**src/rtl/speck_pkg.sv**
```systemverilog
// Shared types and helpers for the iterative SPECK encryption engine.
// Holds the FSM state type, default rotate amounts and width-generic rotate functions.
package speck_pkg;

  typedef enum logic [1:0] {
    IDLE = 2'd0,
    RUN  = 2'd1,
    DONE = 2'd2
  } state_e;

  localparam int unsigned ALPHA_W16  = 7;
  localparam int unsigned BETA_W16   = 2;
  localparam int unsigned ALPHA_WIDE = 8;
  localparam int unsigned BETA_WIDE  = 3;

  localparam int unsigned MAX_W = 64;

  function automatic logic [MAX_W-1:0] word_mask(input int unsigned w);
    return (w >= MAX_W) ? {MAX_W{1'b1}} : ((64'd1 << w) - 64'd1);
  endfunction

  // Rotates the low w bits of v; bits above w are returned as zero. Requires s < w.
  function automatic logic [MAX_W-1:0] ror(input logic [MAX_W-1:0] v,
                                           input int unsigned w,
                                           input int unsigned s);
    logic [MAX_W-1:0] m;
    logic [MAX_W-1:0] vm;
    m  = word_mask(w);
    vm = v & m;
    return ((vm >> s) | (vm << (w - s))) & m;
  endfunction

  function automatic logic [MAX_W-1:0] rol(input logic [MAX_W-1:0] v,
                                           input int unsigned w,
                                           input int unsigned s);
    return ror(v, w, w - s);
  endfunction

endpackage

```
**src/rtl/speck_round.sv**
```systemverilog
// One combinational SPECK round: x' = (ROR(x,ALPHA) + y) ^ k, y' = ROL(y,BETA) ^ x'.
// Reused for the key schedule with (l[0], k, rnd) in place of (x, y, k).
module speck_round
  import speck_pkg::*;
#(
  parameter int unsigned WORD_W = 16,
  parameter int unsigned ALPHA  = ALPHA_W16,
  parameter int unsigned BETA   = BETA_W16
) (
  input  logic [WORD_W-1:0] x_i,
  input  logic [WORD_W-1:0] y_i,
  input  logic [WORD_W-1:0] k_i,
  output logic [WORD_W-1:0] x_o,
  output logic [WORD_W-1:0] y_o
);

  logic [WORD_W-1:0] x_rot;
  logic [WORD_W-1:0] y_rot;

  assign x_rot = WORD_W'(ror(MAX_W'(x_i), WORD_W, ALPHA));
  assign y_rot = WORD_W'(rol(MAX_W'(y_i), WORD_W, BETA));

  // The add wraps modulo 2^WORD_W; the carry out is dropped by the result width.
  assign x_o = (x_rot + y_i) ^ k_i;
  assign y_o = y_rot ^ x_o;

endmodule

```
**src/rtl/speck_iter_core.sv**
```systemverilog
// Iterative SPECK encryption engine: one round per clock, on-the-fly key schedule,
// valid/ready on both sides. Define SPECK_DEBUG_KEY_EN to expose dbg_round_key/dbg_round.
module speck_iter_core
  import speck_pkg::*;
#(
  parameter int unsigned WORD_W    = 16,
  parameter int unsigned KEY_WORDS = 4,
  parameter int unsigned ROUNDS    = 22,
  parameter int unsigned ALPHA     = ALPHA_W16,
  parameter int unsigned BETA      = BETA_W16
) (
  input  logic                          clk,
  input  logic                          rst_n,
  input  logic                          in_valid,
  output logic                          in_ready,
  input  logic [2*WORD_W-1:0]           in_block,
  input  logic [KEY_WORDS*WORD_W-1:0]   in_key,
  output logic                          out_valid,
  input  logic                          out_ready,
  output logic [2*WORD_W-1:0]           out_block
`ifdef SPECK_DEBUG_KEY_EN
  ,
  output logic [WORD_W-1:0]             dbg_round_key,
  output logic [$clog2(ROUNDS+1)-1:0]   dbg_round
`endif
);

  localparam int unsigned CNT_W = $clog2(ROUNDS + 1);
  localparam int unsigned L_N   = KEY_WORDS - 1;
  localparam logic [CNT_W-1:0] LAST_RND = CNT_W'(ROUNDS - 1);

  state_e                         state_q, state_d;
  logic [WORD_W-1:0]              x_q, x_d;
  logic [WORD_W-1:0]              y_q, y_d;
  logic [WORD_W-1:0]              k_q, k_d;
  logic [L_N-1:0][WORD_W-1:0]     l_q, l_d;
  logic [CNT_W-1:0]               rnd_q, rnd_d;
  logic                           in_ready_q, in_ready_d;
  logic                           out_valid_q, out_valid_d;
  logic [2*WORD_W-1:0]            out_block_q, out_block_d;

  logic [WORD_W-1:0]              x_nxt, y_nxt;
  logic [WORD_W-1:0]              l_new, k_nxt;
  logic [WORD_W-1:0]              rnd_ext;

  assign rnd_ext = WORD_W'(rnd_q);

  speck_round #(.WORD_W(WORD_W), .ALPHA(ALPHA), .BETA(BETA)) u_data_round (
    .x_i (x_q),
    .y_i (y_q),
    .k_i (k_q),
    .x_o (x_nxt),
    .y_o (y_nxt)
  );

  // The key schedule is the same round function with the counter as the "key".
  speck_round #(.WORD_W(WORD_W), .ALPHA(ALPHA), .BETA(BETA)) u_key_round (
    .x_i (l_q[0]),
    .y_i (k_q),
    .k_i (rnd_ext),
    .x_o (l_new),
    .y_o (k_nxt)
  );

  always_comb begin
    // NOTE: every _d starts as its _q so no path through this block can infer a latch.
    state_d     = state_q;
    x_d         = x_q;
    y_d         = y_q;
    k_d         = k_q;
    l_d         = l_q;
    rnd_d       = rnd_q;
    in_ready_d  = in_ready_q;
    out_valid_d = out_valid_q;
    out_block_d = out_block_q;

    case (state_q)
      IDLE: begin
        if (in_valid && in_ready_q) begin
          x_d = in_block[2*WORD_W-1:WORD_W];
          y_d = in_block[WORD_W-1:0];
          k_d = in_key[WORD_W-1:0];
          for (int i = 0; i < int'(L_N); i++) begin
            l_d[i] = in_key[(i+1)*WORD_W +: WORD_W];
          end
          rnd_d      = '0;
          in_ready_d = 1'b0;
          state_d    = RUN;
        end else begin
          in_ready_d = 1'b1;
        end
      end

      RUN: begin
        x_d = x_nxt;
        y_d = y_nxt;
        k_d = k_nxt;
        for (int i = 0; i < int'(L_N) - 1; i++) begin
          l_d[i] = l_q[i+1];
        end
        l_d[L_N-1] = l_new;
        rnd_d      = rnd_q + CNT_W'(1);
        if (rnd_q == LAST_RND) begin
          out_block_d = {x_nxt, y_nxt};
          out_valid_d = 1'b1;
          state_d     = DONE;
        end
      end

      DONE: begin
        if (out_ready) begin
          out_valid_d = 1'b0;
          in_ready_d  = 1'b1;
          state_d     = IDLE;
        end
      end

      default: begin
        state_d = IDLE;
      end
    endcase
  end

  // NOTE: all state uses non-blocking assignments; reset is sampled on the clock edge.
  always_ff @(posedge clk) begin
    if (!rst_n) begin
      state_q     <= IDLE;
      x_q         <= '0;
      y_q         <= '0;
      k_q         <= '0;
      l_q         <= '0;
      rnd_q       <= '0;
      in_ready_q  <= 1'b0;
      out_valid_q <= 1'b0;
      out_block_q <= '0;
    end else begin
      state_q     <= state_d;
      x_q         <= x_d;
      y_q         <= y_d;
      k_q         <= k_d;
      l_q         <= l_d;
      rnd_q       <= rnd_d;
      in_ready_q  <= in_ready_d;
      out_valid_q <= out_valid_d;
      out_block_q <= out_block_d;
    end
  end

  assign in_ready  = in_ready_q;
  assign out_valid = out_valid_q;
  assign out_block = out_block_q;

`ifdef SPECK_DEBUG_KEY_EN
  // The registers keep their last values after a block; report zero whenever idle.
  assign dbg_round_key = (state_q == IDLE) ? '0 : k_q;
  assign dbg_round     = (state_q == IDLE) ? '0 : rnd_q;
`endif

endmodule
```
**config.mk**
```make
export PLATFORM = sky130hd
export DESIGN_NAME = speck_iter_core
export DESIGN_NICKNAME = d
export VERILOG_FILES = /design/src/rtl/speck_pkg.sv /design/src/rtl/speck_round.sv /design/src/rtl/speck_iter_core.sv
export SDC_FILE = /design/constraint.sdc
export NUM_CORES = 1
export LEC_CHECK = 0
export CAP_MARGIN = 40
export CORE_ASPECT_RATIO = 0.75
export CORE_MARGIN = 5
export CORE_UTILIZATION = 55
export CTS_CLUSTER_DIAMETER = 30
export CTS_CLUSTER_SIZE = 14
export DETAILED_ROUTE_END_ITERATION = 8
export PLACE_DENSITY = 0.92
export SETUP_SLACK_MARGIN = 0.4
export SLEW_MARGIN = 5
export SYNTH_ARGS = -nofsm -noshare
export SYNTH_HDL_FRONTEND = slang
export SYNTH_HIERARCHICAL = 1
export SYNTH_SLANG_ARGS = --single-unit
```
**constraint.sdc**
```tcl
create_clock -name clk -period 5.35 [get_ports clk]
set_input_delay 0.535 -clock clk [delete_from_list [all_inputs] [get_ports clk]]
set_output_delay 0.535 -clock clk [all_outputs]
set_load 0.01 [all_outputs]
```
==> results_dict.tcl, run 1 <==
set metrics [dict create \
    post-cts-setup-buffers 0 \
    ys_types 53 \
    num_rows 38 \
    synth_top_area_share_pct 34.4 \
    cp-end-kind "flip-flop" \
    synth-seq-area-share_pct 34.4 \
    worstPathMaxFanout 3 \
    slowest_delay_ps 470 \
    grt_max_degree 68 \
    cts-resized-gates 0 \
    die_area_um2 17000 \
    cp.arrival_ps 3320 \
    ys.flop_type "dfxtp_1" \
    power_density_nw_per_um2 335 \
    path_cells "ha_1 > inv_1 > fa_1 > nor2b_1 > o2111ai_1 > nand2_1 > a21oi_1 > xnor2_1 > xor2_1 > a22oi_1 > o2bb2ai_1" \
    dieWidth_um 149 \
    initial_core_util_pct 55.7 \
    cpLargestDelayFamily "XOR/XNOR gates" \
    holdCritPathClass "flip-flop to flip-flop" \
    setup_tns_ps 0 \
    yosys.cell_count.top_type "dfxtp_1" \
    synth_common_cells "dfxtp_1 (137), mux2i_1 (99), a21oi_1 (88)" \
    core_um2 14300 \
    synthTopCellsByArea "dfxtp_1 (34%), mux2i_1 (12%), a211oi_1 (6.1%)" \
    clock_sinks 137 \
    num-fill-cells 985 \
    drt_wl_total_um 23800 \
    outcome "completed" \
    seqPwrFrac_pct 35.7 \
    nNetsFinal 1089 \
    fp.dieH_um 114 \
    avgViaCountPerCell 6.18 \
    yosys_warnings 6 \
    synth_area_um2 7970 \
    cts_hold_buf 0 \
    swShare_pct 33.8 \
    regArea_um2 2740 \
    routedWlPerCell_um 20.3 \
    synthArstFlopShare_pct 0 \
    track_usage_pct 27.6 \
    synth-seq-cells 137 \
    clockRootBuffer "clkbuf_16" \
    finalPower_w 0.00334 \
    grt_pass1_vias 7004 \
    clock_path_buffers 2 \
    first_iter_violations 926 \
    required_ps 5720 \
    cp_slowest_cell "xnor2_1" \
    port_buffers 133 \
    fin_crit_sh_pct 55.3 \
    gr-total-overflow 0 \
    drtAntennaViolNets 0 \
    drv_slew 0 \
    ir_worst_vdd_mv 0.259 \
    syn_inst 843 \
    worst_pin_slew_ps 805 \
    dr.pass1.iters 6 \
    grt_pass1_wl_um 37300 \
    rsz0062_at_grt "false" \
    setup-violations-final 0 \
    cts_tree "done" \
    p_leak_nw 3.64 \
    fin_crit_ps 2960 \
    globalplace.congestion 0.914 \
    drive_gt1_share_pct 7.33 \
    hold_viol 0 \
    cts-buffers-inserted 17 \
    multi_input_area_um2 4870 \
    vias 7222 \
    rrSetupSlack_ps 2390 \
    dpl_cell_area_um2 9370 \
    max_slew_margin_pct 46.3 \
    diodes 0 \
    crit_buf_inv 1 \
    synth_enable_flop_cells 0 \
    syn2layout_area_growth_pct 24.9 \
    max_cap_viol_count 0 \
    worstSetupStartpointType "flip-flop" \
    finClkSkew_ps 8.34 \
    final_area_um2 9950 \
    htreeDepth 4 \
    critical_path_class "flip-flop to flip-flop" \
    fmax_ghz 0.338 \
    hold_ws_ps 455 \
    synth_top_area_cell "dfxtp_1" \
    path_clk_slew_ps 60 \
    hpwl_um 16100 \
    drc_errors 0 \
    power.internal_w 0.00221 \
    switchingPower_w 0.00113 \
    postSynthAreaPerCell_um2 9.45 \
    comb_power_share_pct 29.6 \
    ioPinCount 134 \
    clk_latency_ps 430 \
    power.share.clock_pct 34.8 \
    antenna_found_initial 0 \
]
## power groups by stage
stage	logic [W]	registers [W]	clock network (W)
floorplan	0.000676	0.00118	0
global placement	0.000907	0.00120	0
detailed placement	0.000933	0.00120	0
CTS	0.000954	0.00119	0.00116
global route	0.00105	0.00120	0.00121
finish	0.000986	0.00119	0.00116
## registers in the layout, indices dropped and copies added (netlist names)
register	flops
l_q	48
out_block	32
k_q	16
x_q	16
y_q	16
rnd_q	5
state_q	2
in_ready	1
out_valid	1
## cell families after synthesis
group                      after synthesis  share of synthesized area, %
AOI/OAI and AO/OA                      277                          24.4
muxes                                   99                          12.4
buffers and inverters                   78                          5.04
adders and majority gates               34                          5.53
other                                    1                        0.0471
DFF                                    137                          34.4
and+or+nand+nor                        121                          6.99
xor gates and xnor gates                96                          11.1
## worst register-to-register path: cells and delay by family (launching register included)
family                     cells  cell delay [ps]
xor gates and xnor gates       2              780
DFF                            1              390
buffers and inverters          1               70
adders and majority gates      2              640
AOI/OAI and AO/OA              4              630
and+or+nand+nor                2              390
## through the flow
step / setup WS, ps / std cells / utilization, %
3_3_place_gp: 2180 / 1134 / 65.1
3_5_place_dp: 2170 / 1136 / 65.5
5_1_grt: 2230 / 1168 / 69.5
6_report: 2390 / 1168 / 69.5
2_1_floorplan: 3050 / 853 / -
4_1_cts: 2490 / 1168 / 69.5
## per-layer routing
layer / vias to the layer above / GRT usage [%] / wire (um) / share of wire [%]
li1: 3328 / - / - / -
met1: 3436 / 36.5 / 10000 / 42
met2: 387 / 44.5 / 10900 / 46
met3: 71 / 6.77 / 2150 / 9.1
met4: 0 / 9.27 / 692 / 2.9
met5: - / 0 / 0 / 0
## final timing paths
kind | from | end | cells after the start
worst max register to register | y_q[0] | y_q[10] | 11
worst min register to register | out_block[30] | out_block[30] | 2
worst max-delay path | y_q[0] | y_q[10] | 11
worst min-delay path | out_block[30] | out_block[30] | 2
## final cells by class
cell class,instances,area share (%)
inverters,16,0.604
clock buffers,17,4.28
clock inverters,15,1.52
flip-flops and latches,137,27.6
well taps,200,2.52
multi-input cells,638,48.9
repair buffers,145,14.6
## cell usage in the layout (no fill, tap or decap), drive strengths merged, types with 8 or more instances in the layout
| cell type | instances |
|---|---|
| o2bb2ai | 33 |
| o31ai | 8 |
| a22oi | 33 |
| o21ai | 19 |
| clkinv | 8 |
| mux2i | 99 |
| conb | 11 |
| clkbuf | 17 |
| nor2 | 10 |
| xor2 | 44 |
| xnor2 | 50 |
| dfxtp | 137 |
| a21oi | 89 |
| ha | 32 |
| a211oi | 67 |
| inv | 18 |
| nand2 | 80 |
| clkdlybuf4s50 | 132 |
| buf | 13 |
(Power assumes the default switching activity.)
==> run 2: changes to the inputs <==
CORE_UTILIZATION = 49   (was 55)
PLACE_DENSITY = 0.87   (was 0.92)
clock period = 2.6 ns   (was 5.35 ns; I/O delays follow)
==> results_dict.tcl, run 2 (synthesis gave the netlist of run 1 again) <==
set metrics [dict create \
    worstPathMaxFanout 3 \
    holdCritStartpoint "rst_n" \
    fp.dieH_um 120 \
    grt_pass1_vias 7700 \
    critical_path_class "flip-flop to flip-flop" \
    num_rows 40 \
    p_leak_nw 4.10 \
    cp.arrival_ps 3020 \
    max_cap_viol_count 0 \
    dr.pass1.iters 8 \
    track_usage_pct 28.8 \
    hold-path-endpoint "state_q[1]" \
    setup_slack_ps -77.2 \
    worst_pin_slew_ps 781 \
    routedWlPerCell_um 27.1 \
    reg2reg_depth 12 \
    largest_register "l_q" \
    power_density_nw_per_um2 699 \
    dpl_cell_area_um2 9540 \
    worstSetupStartpointType "flip-flop" \
    r2r-start "y_q[0]" \
    grt_max_degree 67 \
    final_common_cell "clkdlybuf4s50_1" \
    cp-end-kind "flip-flop" \
    drt_wl_total_um 33500 \
    port_buffers 133 \
    hold_viol 0 \
    antenna_found_initial 0 \
    crit-reg2reg-capture "y_q[8]" \
    core_um2 16000 \
    grt_pass1_wl_um 43000 \
    ioPinCount 134 \
    hold_ws_ps 266 \
    avgViaCountPerCell 6.85 \
    preCtsSetupSlack_ps 98.5 \
    failed_checks "negative setup slack" \
    fin_cells 1239 \
    fin_util_pct 70.6 \
    vias 8482 \
    dieWidth_um 157 \
    clk_latency_ps 440 \
    die_area_um2 18900 \
    setup-violations-final 4 \
    fmax_ghz 0.374 \
    drc_errors 0 \
    globalplace.congestion 0.928 \
    rrSetupSlack_ps -80 \
    finClkSkew_ps 13.0 \
    hpwl_um 16900 \
    first_iter_violations 1757 \
    required_ps 2950 \
    layout_common_cells "clkdlybuf4s50_1 (132), dfxtp_1 (114), mux2i_1 (96), a21oi_1 (80), nand2_1 (68)" \
    path_clk_slew_ps 70 \
    largest_reg_flops 48 \
    fin_crit_ps 2680 \
    clock_sinks 137 \
    fin_crit_sh_pct 103 \
    ir_worst_vdd_mv 0.515 \
    final_area_um2 11300 \
    clockRootBuffer "clkbuf_16" \
    holdCritPathClass "input pin to flip-flop" \
    drtAntennaViolNets 0 \
    drive_gt1_share_pct 24.4 \
    clock_path_buffers 2 \
    nNetsFinal 1151 \
    cts_tree "done" \
    gr-total-overflow 0 \
    cts_hold_buf 0 \
    hold_depth 2 \
    drv_slew 0 \
    htreeDepth 4 \
    cts-buffers-inserted 17 \
    rsz0062_at_grt "true" \
    outcome "finished, violations left" \
    dp.cells 1168 \
    syn2layout_area_growth_pct 41.5 \
    max_slew_margin_pct 47.9 \
    initial_core_util_pct 49.9 \
]
## run 2: changes by cell type in the layout (fill, tap and decap cells not counted), sizes merged
cell      delta
inv          -2
diode        +1
clkinvlp     -3
buf         +62
bufinv       +1
clkbuf       +4
clkinv       -2
## run 2: report_power, final
group	leakage, nW	switching [W]	internal [W]
registers	1.13	0.000208	0.00229
clock network	0.292	0.000954	0.00154
logic	2.68	0.00161	0.00128
## run 2: timing repair
item                                    CTS  global route
buffers inserted                         22            18
pin swaps                                50            67
gates cloned                              0             0
endpoints found under the setup margin   53            95
resized for setup                        79            93
## run 2: worst max-delay path by stage
stage	startpoint	end	slack, ps	depth (start not counted)
final	y_q[0]	y_q[8]	-80	12
after floorplan	y_q[0]	y_q[10]	400	11
after global placement	y_q[0]	x_q[14]	170	11
after detailed placement	y_q[0]	x_q[14]	100	11
after CTS	x_q[8]	y_q[15]	260	9
after global routing	y_q[8]	y_q[15]	-40	8
## run 2: layout make-up
cell class	count	area (um^2)
Sequential cell	137	2780
Tap cell	210	263
Clock buffer	21	460
Antenna cell	1	2.50
Inverter	16	60.1
Clock inverter	9	124
Timing Repair Buffer	207	1980
Fill cell	897	4700
Multi-Input combinational cell	638	5600
## run 2: routing by layer
layer  vias to the layer above  wire, um  part of all wire [%]  track usage, %
li1                       3434         -                     -               -
met5                         -         0                     0               0
met2                       828     14400                    43            45.0
met3                       275      4110                    12            8.34
met4                         0      2840                   8.5            12.6
met1                      3945     12200                    36            37.0
## run 2: worst max-delay path, stage by stage, from the launching register on
cell	delay, ps
dfxtp_2	380
ha_4	170
inv_2	40
fa_2	420
nor2b_4	160
o2111ai_2	130
nand2_2	170
a21boi_2	90
xnor2_1	260
buf_4	250
xor2_4	190
a22oi_2	110
o2bb2ai_1	200
## run 2: per-stage QoR
stage / TNS [ps] / power [W]
floorplan: 0 / 0.00382
global placement: 0 / 0.00445
detailed placement: 0 / 0.00451
CTS: 0 / 0.00717
global route: -80.1 / 0.00804
finish: -178 / 0.00788
==> run 3: changes to the inputs <==
REMOVE_ABC_BUFFERS = 1   (was default)
==> results_dict.tcl, run 3 (synthesis gave the netlist of run 1 again) <==
set metrics [dict create \
    ioPinCount 134 \
    r2r-start "y_q[5]" \
    max_cap_viol_count 0 \
    clockRootBuffer "clkbuf_16" \
    grt_pass1_wl_um 40700 \
    clock_path_buffers 2 \
    antenna_found_initial 1 \
    hold_ws_ps 303 \
    cp_slowest_cell "a21oi_1" \
    dieWidth_um 157 \
    drv_slew 0 \
    failed_checks "negative setup slack" \
    drive_gt1_share_pct 22.8 \
    fin_crit_ps 2640 \
    worst_pin_slew_ps 779 \
    dp.cells 1166 \
    max_slew_margin_pct 48.1 \
    required_ps 2960 \
    cp-end-kind "flip-flop" \
    first_iter_violations 1122 \
    fin_crit_sh_pct 101 \
    drc_errors 0 \
    nNetsFinal 1149 \
    grt_max_degree 69 \
    avgViaCountPerCell 6.49 \
    finClkSkew_ps 16.7 \
    cts_tree "done" \
    cp.arrival_ps 3000 \
    core_um2 16000 \
    routedWlPerCell_um 24.4 \
    cts_hold_buf 0 \
    reg2reg_depth 8 \
    clock_sinks 137 \
    path_clk_slew_ps 70 \
    syn2layout_area_growth_pct 39.8 \
    vias 8032 \
    cp-endpoint "y_q[12]" \
    slowest_delay_ps 450 \
    grt_pass1_vias 7480 \
    preCtsSetupSlack_ps -69.7 \
    fp.dieH_um 120 \
    port_buffers 133 \
    layout_common_cells "clkdlybuf4s50_1 (132), dfxtp_1 (118), mux2i_1 (96), a21oi_1 (80), nand2_1 (74)" \
    clk_latency_ps 440 \
    initial_core_util_pct 49.9 \
    rrSetupSlack_ps -40 \
    num-fill-cells 1040 \
    p_leak_nw 4.06 \
    fin_cells 1237 \
    htreeDepth 4 \
    final_common_cell "clkdlybuf4s50_1" \
    hpwl_um 16200 \
    hold_viol 0 \
    track_usage_pct 27.2 \
    setup-violations-final 2 \
    globalplace.congestion 0.935 \
    worstSetupStartpointType "flip-flop" \
    fmax_ghz 0.379 \
    crit_start "y_q[5]" \
    largest_reg_flops 48 \
    die_area_um2 18900 \
    holdCritPathClass "input pin to flip-flop" \
    largest_register "l_q" \
    worstPathMaxFanout 4 \
    crit-reg2reg-capture "y_q[12]" \
    rsz0062_at_grt "true" \
    setup_tns_ps -53.1 \
    drt_wl_total_um 30200 \
    ir_worst_vdd_mv 0.569 \
    cts-buffers-inserted 17 \
    gr-total-overflow 0 \
    power_density_nw_per_um2 678 \
    num_rows 40 \
    setup_slack_ps -38.2 \
    critical_path_class "flip-flop to flip-flop" \
    hold_depth 2 \
    path_cells "ha_1 > a21oi_1 > nand2_2 > a21oi_4 > mux2i_2 > xor2_1 > a22oi_1 > o2bb2ai_1" \
    diodes 0 \
    dr.pass1.iters 6 \
    outcome "finished, violations left" \
    drtAntennaViolNets 0 \
]
[run 3: worst min-delay path by stage]
stage | startpoint | end | slack, ps
2_1_floorplan | rst_n | state_q[1] | 380
3_3_place_gp | out_block[22] | out_block[22] | 440
3_5_place_dp | out_block[26] | out_block[26] | 450
4_1_cts | rst_n | state_q[1] | 270
5_1_grt | rst_n | state_q[1] | 310
6_report | rst_n | state_q[1] | 300
[run 3: area by class of cell]
class | count | area [um^2] | area share [%]
Clock inverter | 14 | 148 | 1.33
Clock buffer | 17 | 425 | 3.82
Tap cell | 210 | 263 | 2.36
Sequential cell | 137 | 2780 | 24.9
Inverter | 16 | 60.1 | 0.539
Timing Repair Buffer | 205 | 1950 | 17.5
Multi-Input combinational cell | 638 | 5510 | 49.5
[run 3: repair_timing]
item                                    in CTS  in global routing
endpoints found under the setup margin      52                 63
resized for setup                           85                 63
pin swaps                                   64                 48
buffers inserted                            31                  9
gates cloned                                 0                  0
[run 3: layer usage]
layer / share of wire, % / vias up / GRT usage, %
met3: 11 / 175 / 7.51
met4: 6.1 / 2 / 9.35
met2: 43 / 636 / 41.5
met5: 0.066 / - / 0
met1: 39 / 3792 / 37.3
li1: - / 3427 / -
[run 3: metrics by stage]
| step | util [%] | cell area [um^2] | total power (W) |
|---|---|---|---|
| after floorplan | - | 7660 | 0.00377 |
| final | 69.8 | 11100 | 0.00755 |
| after CTS | 67.1 | 10700 | 0.00707 |
| after global placement | 59.7 | 9540 | 0.00437 |
| after global routing | 69.8 | 11100 | 0.00778 |
| after detailed placement | 59.7 | 9540 | 0.00442 |
[run 3: worst max-delay path: cells and delay by family (launching register included)]
family	cells	cell delay, ps
AO/OA/AOI/OAI	4	990
flip-flops	1	440
adder cells (fa/ha/maj)	1	390
multiplexers	1	310
AND/OR/NAND/NOR	1	210
XOR/XNOR	1	210
[run 3: power breakdown]
part	internal, W	leakage [nW]	switching [W]	total, W
Combinational	0.00122	2.66	0.00141	0.00263
Sequential	0.00229	1.13	0.000193	0.00248
Clock	0.00141	0.268	0.00103	0.00244
